===== src/rtl/rv32i_lsu.sv =====
// RV32I load/store unit: one aligned access at a time on a valid/ready data bus,
// with byte-lane steering, write strobes, misalignment detection and load extension.
module rv32i_lsu (
  input  logic        clk,
  input  logic        rst_n,
  input  logic        req_valid,
  output logic        req_ready,
  input  logic        req_store,
  input  logic [2:0]  req_funct3,
  input  logic [31:0] req_addr,
  input  logic [31:0] req_wdata,
  input  logic [4:0]  req_rd,
  output logic        mem_valid,
  input  logic        mem_ready,
  output logic [31:0] mem_addr,
  output logic [3:0]  mem_wstrb,
  output logic [31:0] mem_wdata,
  input  logic [31:0] mem_rdata,
  output logic        resp_valid,
  output logic        resp_we,
  output logic [4:0]  resp_rd,
  output logic [31:0] resp_rdata,
  output logic        resp_err
);

  typedef enum logic [0:0] {IDLE, MEM} state_t;

  state_t      state;
  logic        accept_p0;
  logic        legal_p0;
  logic        store_p1;
  logic [2:0]  funct3_p1;
  logic [1:0]  addr_lo_p1;
  logic [4:0]  rd_p1;

  function automatic logic is_legal(input logic st, input logic [2:0] f3,
                                    input logic [1:0] lo);
    logic ok_op;
    logic ok_align;
    if (st)
      ok_op = (f3 == 3'd0) || (f3 == 3'd1) || (f3 == 3'd2);
    else
      ok_op = (f3 == 3'd0) || (f3 == 3'd1) || (f3 == 3'd2) ||
              (f3 == 3'd4) || (f3 == 3'd5);
    case (f3[1:0])
      2'd1:    ok_align = ~lo[0];
      2'd2:    ok_align = (lo == 2'b00);
      default: ok_align = 1'b1;
    endcase
    return ok_op && ok_align;
  endfunction

  function automatic logic [3:0] store_strobe(input logic [1:0] size, input logic [1:0] lo);
    logic [3:0] s;
    case (size)
      2'd0:    s = 4'b0001 << lo;
      2'd1:    s = 4'b0011 << lo;
      default: s = 4'b1111;
    endcase
    return s;
  endfunction

  // Replicating the datum across lanes lets the strobes alone pick the bytes.
  function automatic logic [31:0] store_data(input logic [1:0] size, input logic [31:0] wd);
    logic [31:0] d;
    case (size)
      2'd0:    d = {4{wd[7:0]}};
      2'd1:    d = {2{wd[15:0]}};
      default: d = wd;
    endcase
    return d;
  endfunction

  function automatic logic [31:0] load_extend(input logic [2:0] f3, input logic [1:0] lo,
                                              input logic [31:0] word);
    logic        [31:0] lane;
    logic signed [31:0] sext_b;
    logic signed [31:0] sext_h;
    logic        [31:0] r;
    lane   = word >> {lo, 3'b000};
    sext_b = $signed(lane[7:0]);
    sext_h = $signed(lane[15:0]);
    case (f3)
      3'd0:    r = sext_b;
      3'd1:    r = sext_h;
      3'd4:    r = {24'd0, lane[7:0]};
      3'd5:    r = {16'd0, lane[15:0]};
      default: r = lane;
    endcase
    return r;
  endfunction

  assign req_ready = (state == IDLE);
  assign accept_p0 = req_valid & req_ready;
  assign legal_p0  = is_legal(req_store, req_funct3, req_addr[1:0]);

  // Stage p0 -> p1: request capture, bus drive and response generation
  always_ff @(posedge clk or negedge rst_n) begin
    if (!rst_n) begin
      state      <= IDLE;
      mem_valid  <= 1'b0;
      mem_addr   <= 32'd0;
      mem_wstrb  <= 4'd0;
      mem_wdata  <= 32'd0;
      resp_valid <= 1'b0;
      resp_we    <= 1'b0;
      resp_rd    <= 5'd0;
      resp_rdata <= 32'd0;
      resp_err   <= 1'b0;
    end else begin
      resp_valid <= 1'b0;
      resp_we    <= 1'b0;
      resp_err   <= 1'b0;
      case (state)
        IDLE: begin
          if (accept_p0) begin
            if (legal_p0) begin
              state     <= MEM;
              mem_valid <= 1'b1;
              mem_addr  <= {req_addr[31:2], 2'b00};
              mem_wstrb <= req_store ? store_strobe(req_funct3[1:0], req_addr[1:0]) : 4'b0000;
              mem_wdata <= req_store ? store_data(req_funct3[1:0], req_wdata) : 32'd0;
            end else begin
              resp_valid <= 1'b1;
              resp_err   <= 1'b1;
              resp_rdata <= 32'd0;
              resp_rd    <= req_rd;
            end
          end
        end
        MEM: begin
          if (mem_ready) begin
            state      <= IDLE;
            mem_valid  <= 1'b0;
            resp_valid <= 1'b1;
            resp_we    <= ~store_p1;
            resp_rd    <= rd_p1;
            resp_rdata <= store_p1 ? 32'd0 : load_extend(funct3_p1, addr_lo_p1, mem_rdata);
          end
        end
        default: state <= IDLE;
      endcase
    end
  end

  // Request fields needed only at completion; no reset required
  always_ff @(posedge clk) begin
    if (accept_p0) begin
      store_p1   <= req_store;
      funct3_p1  <= req_funct3;
      addr_lo_p1 <= req_addr[1:0];
      rd_p1      <= req_rd;
    end
  end

endmodule


===== config.mk =====
export PLATFORM = sky130hd
export DESIGN_NAME = rv32i_lsu
export DESIGN_NICKNAME = d
export VERILOG_FILES = /design/src/rtl/rv32i_lsu.sv
export SDC_FILE = /design/constraint.sdc
export NUM_CORES = 1
export LEC_CHECK = 0
export CAP_MARGIN = 30
export CORE_MARGIN = 5
export CORE_UTILIZATION = 40
export CTS_CLUSTER_DIAMETER = 60
export DETAILED_ROUTE_END_ITERATION = 10
export GPL_TIMING_DRIVEN = 0
export HOLD_SLACK_MARGIN = 0.08
export PLACE_DENSITY = 0.83
export SETUP_SLACK_MARGIN = 0.05
export SYNTH_ARGS = -nofsm -noshare
export SYNTH_HDL_FRONTEND = slang
export SYNTH_SLANG_ARGS = --single-unit
export TNS_END_PERCENT = 10

===== constraint.sdc =====
create_clock -name clk -period 4.59 [get_ports clk]
set_clock_uncertainty 0.15 [all_clocks]
set_input_delay 0.459 -clock clk [delete_from_list [all_inputs] [get_ports clk]]
set_output_delay 0.459 -clock clk [all_outputs]
set_load 0.1 [all_outputs]

==> results of run 1 <==
routing by layer:
metal / part of all wire (%) / up-vias / track usage, %
met5: 0 / - / 0
met4: 2.2 / 0 / 8.49
met3: 11 / 28 / 8.54
met2: 48 / 221 / 33.1
met1: 39 / 2226 / 24.0
li1: - / 2116 / -
worst reg2reg max path, delay by kind of cell (launching register included):
family | cells | cell delay [ps]
buf+inv | 4 | 870
simple gates | 2 | 500
flops | 1 | 350
mux | 1 | 320
state kept, by name, indices dropped and copies added (netlist names):
register / cells
mem_wdata: 32
resp_rdata: 32
mem_addr: 30
rd_p1: 5
resp_rd: 5
mem_wstrb: 4
funct3_p1: 3
addr_lo_p1: 2
mem_valid: 1
resp_err: 1
resp_valid: 1
resp_we: 1
state: 1
store_p1: 1
power breakdown:
part / internal (W) / leakage [nW] / switching, W
combinational: 0.000679 / 2.05 / 0.00207
clock: 0.000840 / 0.279 / 0.000474
sequential: 0.00130 / 1.49 / 0.000126
timing repair:
| item | in CTS | in global routing |
|---|---|---|
| hold buffers | 1 | 0 |
| buffers inserted | 0 | 0 |
| resized for setup | 0 | 0 |
| endpoints found under the hold margin | 54 | 0 |
layout make-up:
cell class,count,area (sq um)
tap,180,225
clock inverter,12,124
buffer,34,194
multi-input combinational,291,2270
fill,1104,5190
inverter,16,62.6
clock buffer,20,468
sequential,119,3030
timing repair buffer,219,2200
logic make-up after synthesis:
kind of cell | share of synthesized area (%)
other cells | 0.0675
flops | 54.6
mux | 18.6
fa+ha+maj | 0.676
buf+inv | 4.62
simple gates | 8.15
compound gates | 13.3
worst max path at each step:
stage / from / endpoint / slack (ps)
after floorplan: state$_DFF_PN0_ / mem_addr[24]$_DFFE_PN0P_ / 2220
after global placement: rst_n / mem_addr[4]$_DFFE_PN0P_ / -1160
after detailed placement: req_funct3[0] / mem_wdata[30]$_DFFE_PN0P_ / 1500
after CTS: state$_DFF_PN0_ / req_ready / 1780
after global routing: state$_DFF_PN0_ / req_ready / 1730
final: state$_DFF_PN0_ / req_ready / 1800
cell usage after synthesis (9+ instances only):
master	instances	area, sq um
inv_1	15	56.3
clkbuf_1	9	33.8
a22o_1	9	78.8
o2bb2ai_1	15	131
dfrtp_1	108	2700
a21boi_0	9	67.6
nor2b_1	9	56.3
nand2_1	38	143
a21oi_1	9	45.0
edfxtp_1	11	330
mux2_2	58	653
o21ai_0	12	60.1
buf_2	10	50.1
mux2i_1	27	270
a211o_1	15	131
nor2_1	42	158
stage by stage:
stage | instance area [sq um] | instances
2_1_floorplan | 5560 | 460
3_3_place_gp | 7950 | 856
3_5_place_dp | 7980 | 858
4_1_cts | 8580 | 891
5_1_grt | 8580 | 891
6_report | 8580 | 891
==> impl_metrics.env, run 1 <==
export IMPL_outcome="complete, no violations"
export IMPL_num_vias=4591
export IMPL_rows=43
export IMPL_slew_headroom_pct=31.2
export IMPL_cp_data_arrival_time_ps=2180
export IMPL_clkTransAtPathRegs_ps=50
export IMPL_total_power_w=0.00549
export IMPL_layout_common_cells="clkdlybuf4s50_1 (215), dfrtp_1 (108), mux2_2 (58)"
export IMPL_area_growth_pct=54.4
export IMPL_cp_start_kind="register"
export IMPL_rsz0062_at_grt="no"
export IMPL_min_to="mem_valid$_DFFE_PN0P_"
export IMPL_synth_avg_cell_area_sq_um=12.1
export IMPL_globalplace_congestion=0.936
export IMPL_max_cap_violations=0
export IMPL_r2r_cells=7
export IMPL_die_width_um=128
export IMPL_period_minus_slack_ps=2790
export IMPL_grt_pass1_vias=4900
export IMPL_r2r_end="mem_wdata[30]$_DFFE_PN0P_"
export IMPL_hold_start="mem_valid$_DFFE_PN0P_"
export IMPL_die_h_um=128
export IMPL_place_ws_ps=1500
export IMPL_end_kind="output pin"
export IMPL_final_common_cell="clkdlybuf4s50_1"
export IMPL_postRouteAntennaNets=0
export IMPL_r2r_start="state$_DFF_PN0_"
export IMPL_grtUsageTotal_pct=20.5
export IMPL_diodes=0
export IMPL_crit_family="buffers and inverters"
export IMPL_syn_inst=459
export IMPL_routed_wirelength_um=16500
export IMPL_powerDensity_mw_per_mm2=639
export IMPL_slew_viol_final=0
export IMPL_die_area_sq_mm=0.0163
export IMPL_viasPerCell=5.15
export IMPL_ys_ff_latch=119
export IMPL_firstDrtPassIters=4
export IMPL_cts_made_buffers=17
export IMPL_critPathMaxStageDelay_ps=1160
export IMPL_required_ps=3980
export IMPL_drive_gt1_share_pct=17.2
export IMPL_whs_ps=336
export IMPL_grt_max_degree=56
export IMPL_crit_cells=3
export IMPL_routedWlPerCell_um=18.5
export IMPL_p_leak_nw=3.82
export IMPL_ys_flop_type="dfrtp_1"
export IMPL_cts_path_max_buffers=2
export IMPL_final_setup_viol_count=0
export IMPL_grt_overflow=0
export IMPL_crit_fanout=10
export IMPL_rrSetupSlack_ps=2280
export IMPL_coreArea_sq_mm=0.0138
export IMPL_hold_violations=0
export IMPL_grt_pass1_wl_um=26000
export IMPL_antenna_found_initial=0
export IMPL_clkSinkCount=119
export IMPL_worstSetupPathType="register to output pin"
export IMPL_worst_path_buf_inv=3
export IMPL_fin_nets=810
export IMPL_clkLatencyLatePin_ps=410
export IMPL_first_iter_violations=230
export IMPL_synthArstFlopShare_pct=90.8
export IMPL_cts_tree="done"
export IMPL_tightest_slew_ps=1030
export IMPL_tns_ps=0
export IMPL_yosysWarningCount=0
export IMPL_synth_area_sq_mm=0.00556
export IMPL_ios=219
export IMPL_synth_edf_count=11
export IMPL_cts_root_buffer="clkbuf_16"
export IMPL_slowest_stage="clkdlybuf4s50_1"
export IMPL_hp_class="register to register"
export IMPL_fmax_mhz=359
export IMPL_final_util_pct=62.3
export IMPL_place_hpwl_um=12700
export IMPL_synth_cell_types=44
export IMPL_peakVddDrop_mv=0.431
export IMPL_yosysSeqAreaShare_pct=54.6
export IMPL_initial_core_util_pct=40.3
export IMPL_fin_crit_sh_pct=60.8
export IMPL_io_buffers=216
export IMPL_drcViolationCount=0
export IMPL_fin_ws_ps=1800
export IMPL_htreeDepth=4
export IMPL_hold_path_depth=2
export IMPL_path_cells="buf_4, inv_1, clkdlybuf4s50_1"
(Power assumes the default switching activity.)
==> run 2: changes to the inputs <==
- clock period: 4.59 -> 2.95 ns (I/O delays scaled with it)
==> results of run 2 <==
Same layout as run 1 (identical final DEF). Status: complete, no violations.
Main changes from that run: setup slack after placement 1500 ps -> 20.1 ps; clock-pin slew on the worst setup and hold paths 50 ps -> 60 ps; setup slack after layout 1800 ps -> 325 ps; hold slack 336 ps -> 324 ps; register-to-register setup slack 2280 ps -> 640 ps; end point of the worst hold path mem_valid$_DFFE_PN0P_ -> mem_addr[29]$_DFFE_PN0P_; total power 0.00549 W -> 0.00853 W; worst IR drop on VDD 0.431 mV -> 0.671 mV
==> run 3: changes to the inputs <==
- CTS_BUF_LIST: not set -> sky130_fd_sc_hd__clkbuf_4 sky130_fd_sc_hd__clkbuf_8 sky130_fd_sc_hd__clkbuf_16
==> run 3 against run 2 <==
Effect of this change:
- first-iteration DRC count fell by 2.6%
- combinational power barely moved
- clock power barely moved
- sequential power barely moved
- fmax rose by 0.36%
- via count fell by 0.54%
- utilization barely moved
- sequential share of layout area barely moved
- design area barely moved
- die area did not move
- critical path depth did not move
- power rose by 0.11%
- critical endpoint unchanged
- largest cell class unchanged
==> impl_metrics.env, run 3 (synthesized netlist as in run 1, its figures left out) <==
export IMPL_layout_common_cells="clkdlybuf4s50_1 (215), dfrtp_1 (108), mux2_2 (58)"
export IMPL_routed_wirelength_um=16500
export IMPL_firstDrtPassIters=4
export IMPL_largestRegisters="mem_wdata: 32 flops, resp_rdata: 32 flops, mem_addr: 30 flops"
export IMPL_drcViolationCount=0
export IMPL_placedCellCount=858
export IMPL_fillers=1102
export IMPL_clkSinkCount=119
export IMPL_clkLatencyLatePin_ps=410
export IMPL_post_cts_buffers=0
export IMPL_initial_core_util_pct=40.3
export IMPL_path_cells="buf_4, inv_1, clkdlybuf4s50_1"
export IMPL_place_ws_ps=20.1
export IMPL_viasPerCell=5.12
export IMPL_slew_viol_final=0
export IMPL_die_h_um=128
export IMPL_clkTransAtPathRegs_ps=60
export IMPL_postRouteAntennaNets=0
export IMPL_htreeDepth=4
export IMPL_end_kind="output pin"
export IMPL_critPathMaxStageDelay_ps=1150
export IMPL_area_growth_pct=54.5
export IMPL_antenna_found_initial=0
export IMPL_drive_gt1_share_pct=17.3
export IMPL_final_setup_viol_count=0
export IMPL_globalplace_congestion=0.936
export IMPL_fin_nets=810
export IMPL_die_area_sq_mm=0.0163
export IMPL_fin_cells=891
export IMPL_period_minus_slack_ps=2620
export IMPL_routedWlPerCell_um=18.5
export IMPL_rows=43
export IMPL_total_power_w=0.00854
export IMPL_tns_ps=0
export IMPL_p_leak_nw=3.82
export IMPL_powerDensity_mw_per_mm2=995
export IMPL_diodes=0
export IMPL_fin_crit_sh_pct=88.7
export IMPL_grt_overflow=0
export IMPL_hp_class="input pin to register"
export IMPL_first_iter_violations=224
export IMPL_io_buffers=216
export IMPL_die_width_um=128
export IMPL_required_ps=2510
export IMPL_worstSetupPathType="register to output pin"
export IMPL_final_common_cell="clkdlybuf4s50_1"
export IMPL_grt_max_degree=56
export IMPL_final_util_pct=62.3
export IMPL_cts_path_max_buffers=2
export IMPL_fin_ws_ps=335
export IMPL_grtUsageTotal_pct=20.5
export IMPL_crit_fanout=10
export IMPL_slew_headroom_pct=30.8
export IMPL_ios=219
export IMPL_cp_data_arrival_time_ps=2170
export IMPL_grt_pass1_wl_um=26100
export IMPL_slowest_stage="clkdlybuf4s50_1"
export IMPL_hold_violations=0
export IMPL_coreArea_sq_mm=0.0138
export IMPL_max_cap_violations=0
export IMPL_peakVddDrop_mv=0.671
export IMPL_cp_start_kind="register"
export IMPL_tightest_slew_ps=1030
export IMPL_place_hpwl_um=12700
export IMPL_cts_tree="done"
export IMPL_rsz0062_at_grt="no"
export IMPL_outcome="complete, no violations"
export IMPL_fmax_mhz=382
export IMPL_cts_made_buffers=17
export IMPL_num_vias=4566
export IMPL_grt_pass1_vias=4899
export IMPL_cts_root_buffer="clkbuf_16"
## run 3: cell counts in the layout (fill, tap and decap cells not counted)
No cell type changed its count.
## run 3: power by group
part / internal (W) / switching, W
registers: 0.00202 / 0.000196
clock network: 0.00132 / 0.000738
logic: 0.00106 / 0.00321
## run 3: worst max-delay path, delay by kind of cell, from the launching register on
| family | cells | cell delay [ps] |
|---|---|---|
| buf+inv | 3 | 1400 |
| flops | 1 | 350 |
## run 3: through the flow
step / cell area [sq um] / hold slack [ps]
finish: 8590 / 323
global route: 8590 / 310
CTS: 8590 / 302
detailed placement: 7980 / 254
global placement: 7950 / 318
floorplan: 5560 / -151
## run 3: final timing paths
kind	start	endpoint	slack (ps)	cells past startpoint
max	state$_DFF_PN0_	req_ready	330	3
min	req_addr[29]	mem_addr[29]$_DFFE_PN0P_	320	2
max reg2reg	state$_DFF_PN0_	mem_wdata[30]$_DFFE_PN0P_	640	7
min reg2reg	mem_valid$_DFFE_PN0P_	mem_valid$_DFFE_PN0P_	340	2
max in group asynchronous	rst_n	mem_addr[14]$_DFFE_PN0P_	1590	3
min in group asynchronous	rst_n	mem_addr[24]$_DFFE_PN0P_	340	2
## run 3: what timing repair did
action | 4_1_cts | 5_1_grt
gates resized for setup | 0 | 0
hold buffers | 1 | 0
hold endpoints to repair | 54 | 0
## run 3: cell type report
cell class              count  area (sq um)  share of cell area [%]
flip-flops and latches    119          3030                    35.3
clock inverters            12           124                    1.44
repair buffers            219          2200                    25.7
plain buffers              34           194                    2.26
multi-input cells         291          2270                    26.5
well taps                 180           225                    2.62
clock buffers              20           472                    5.49
inverters                  16          62.6                   0.729
## run 3: layer usage
layer	share of wire, %	wire (um)	track usage (%)
met5	0	0	0
met1	39	6460	24.0
met4	2.1	340	8.49
met2	48	7880	33.1
met3	11	1780	8.54
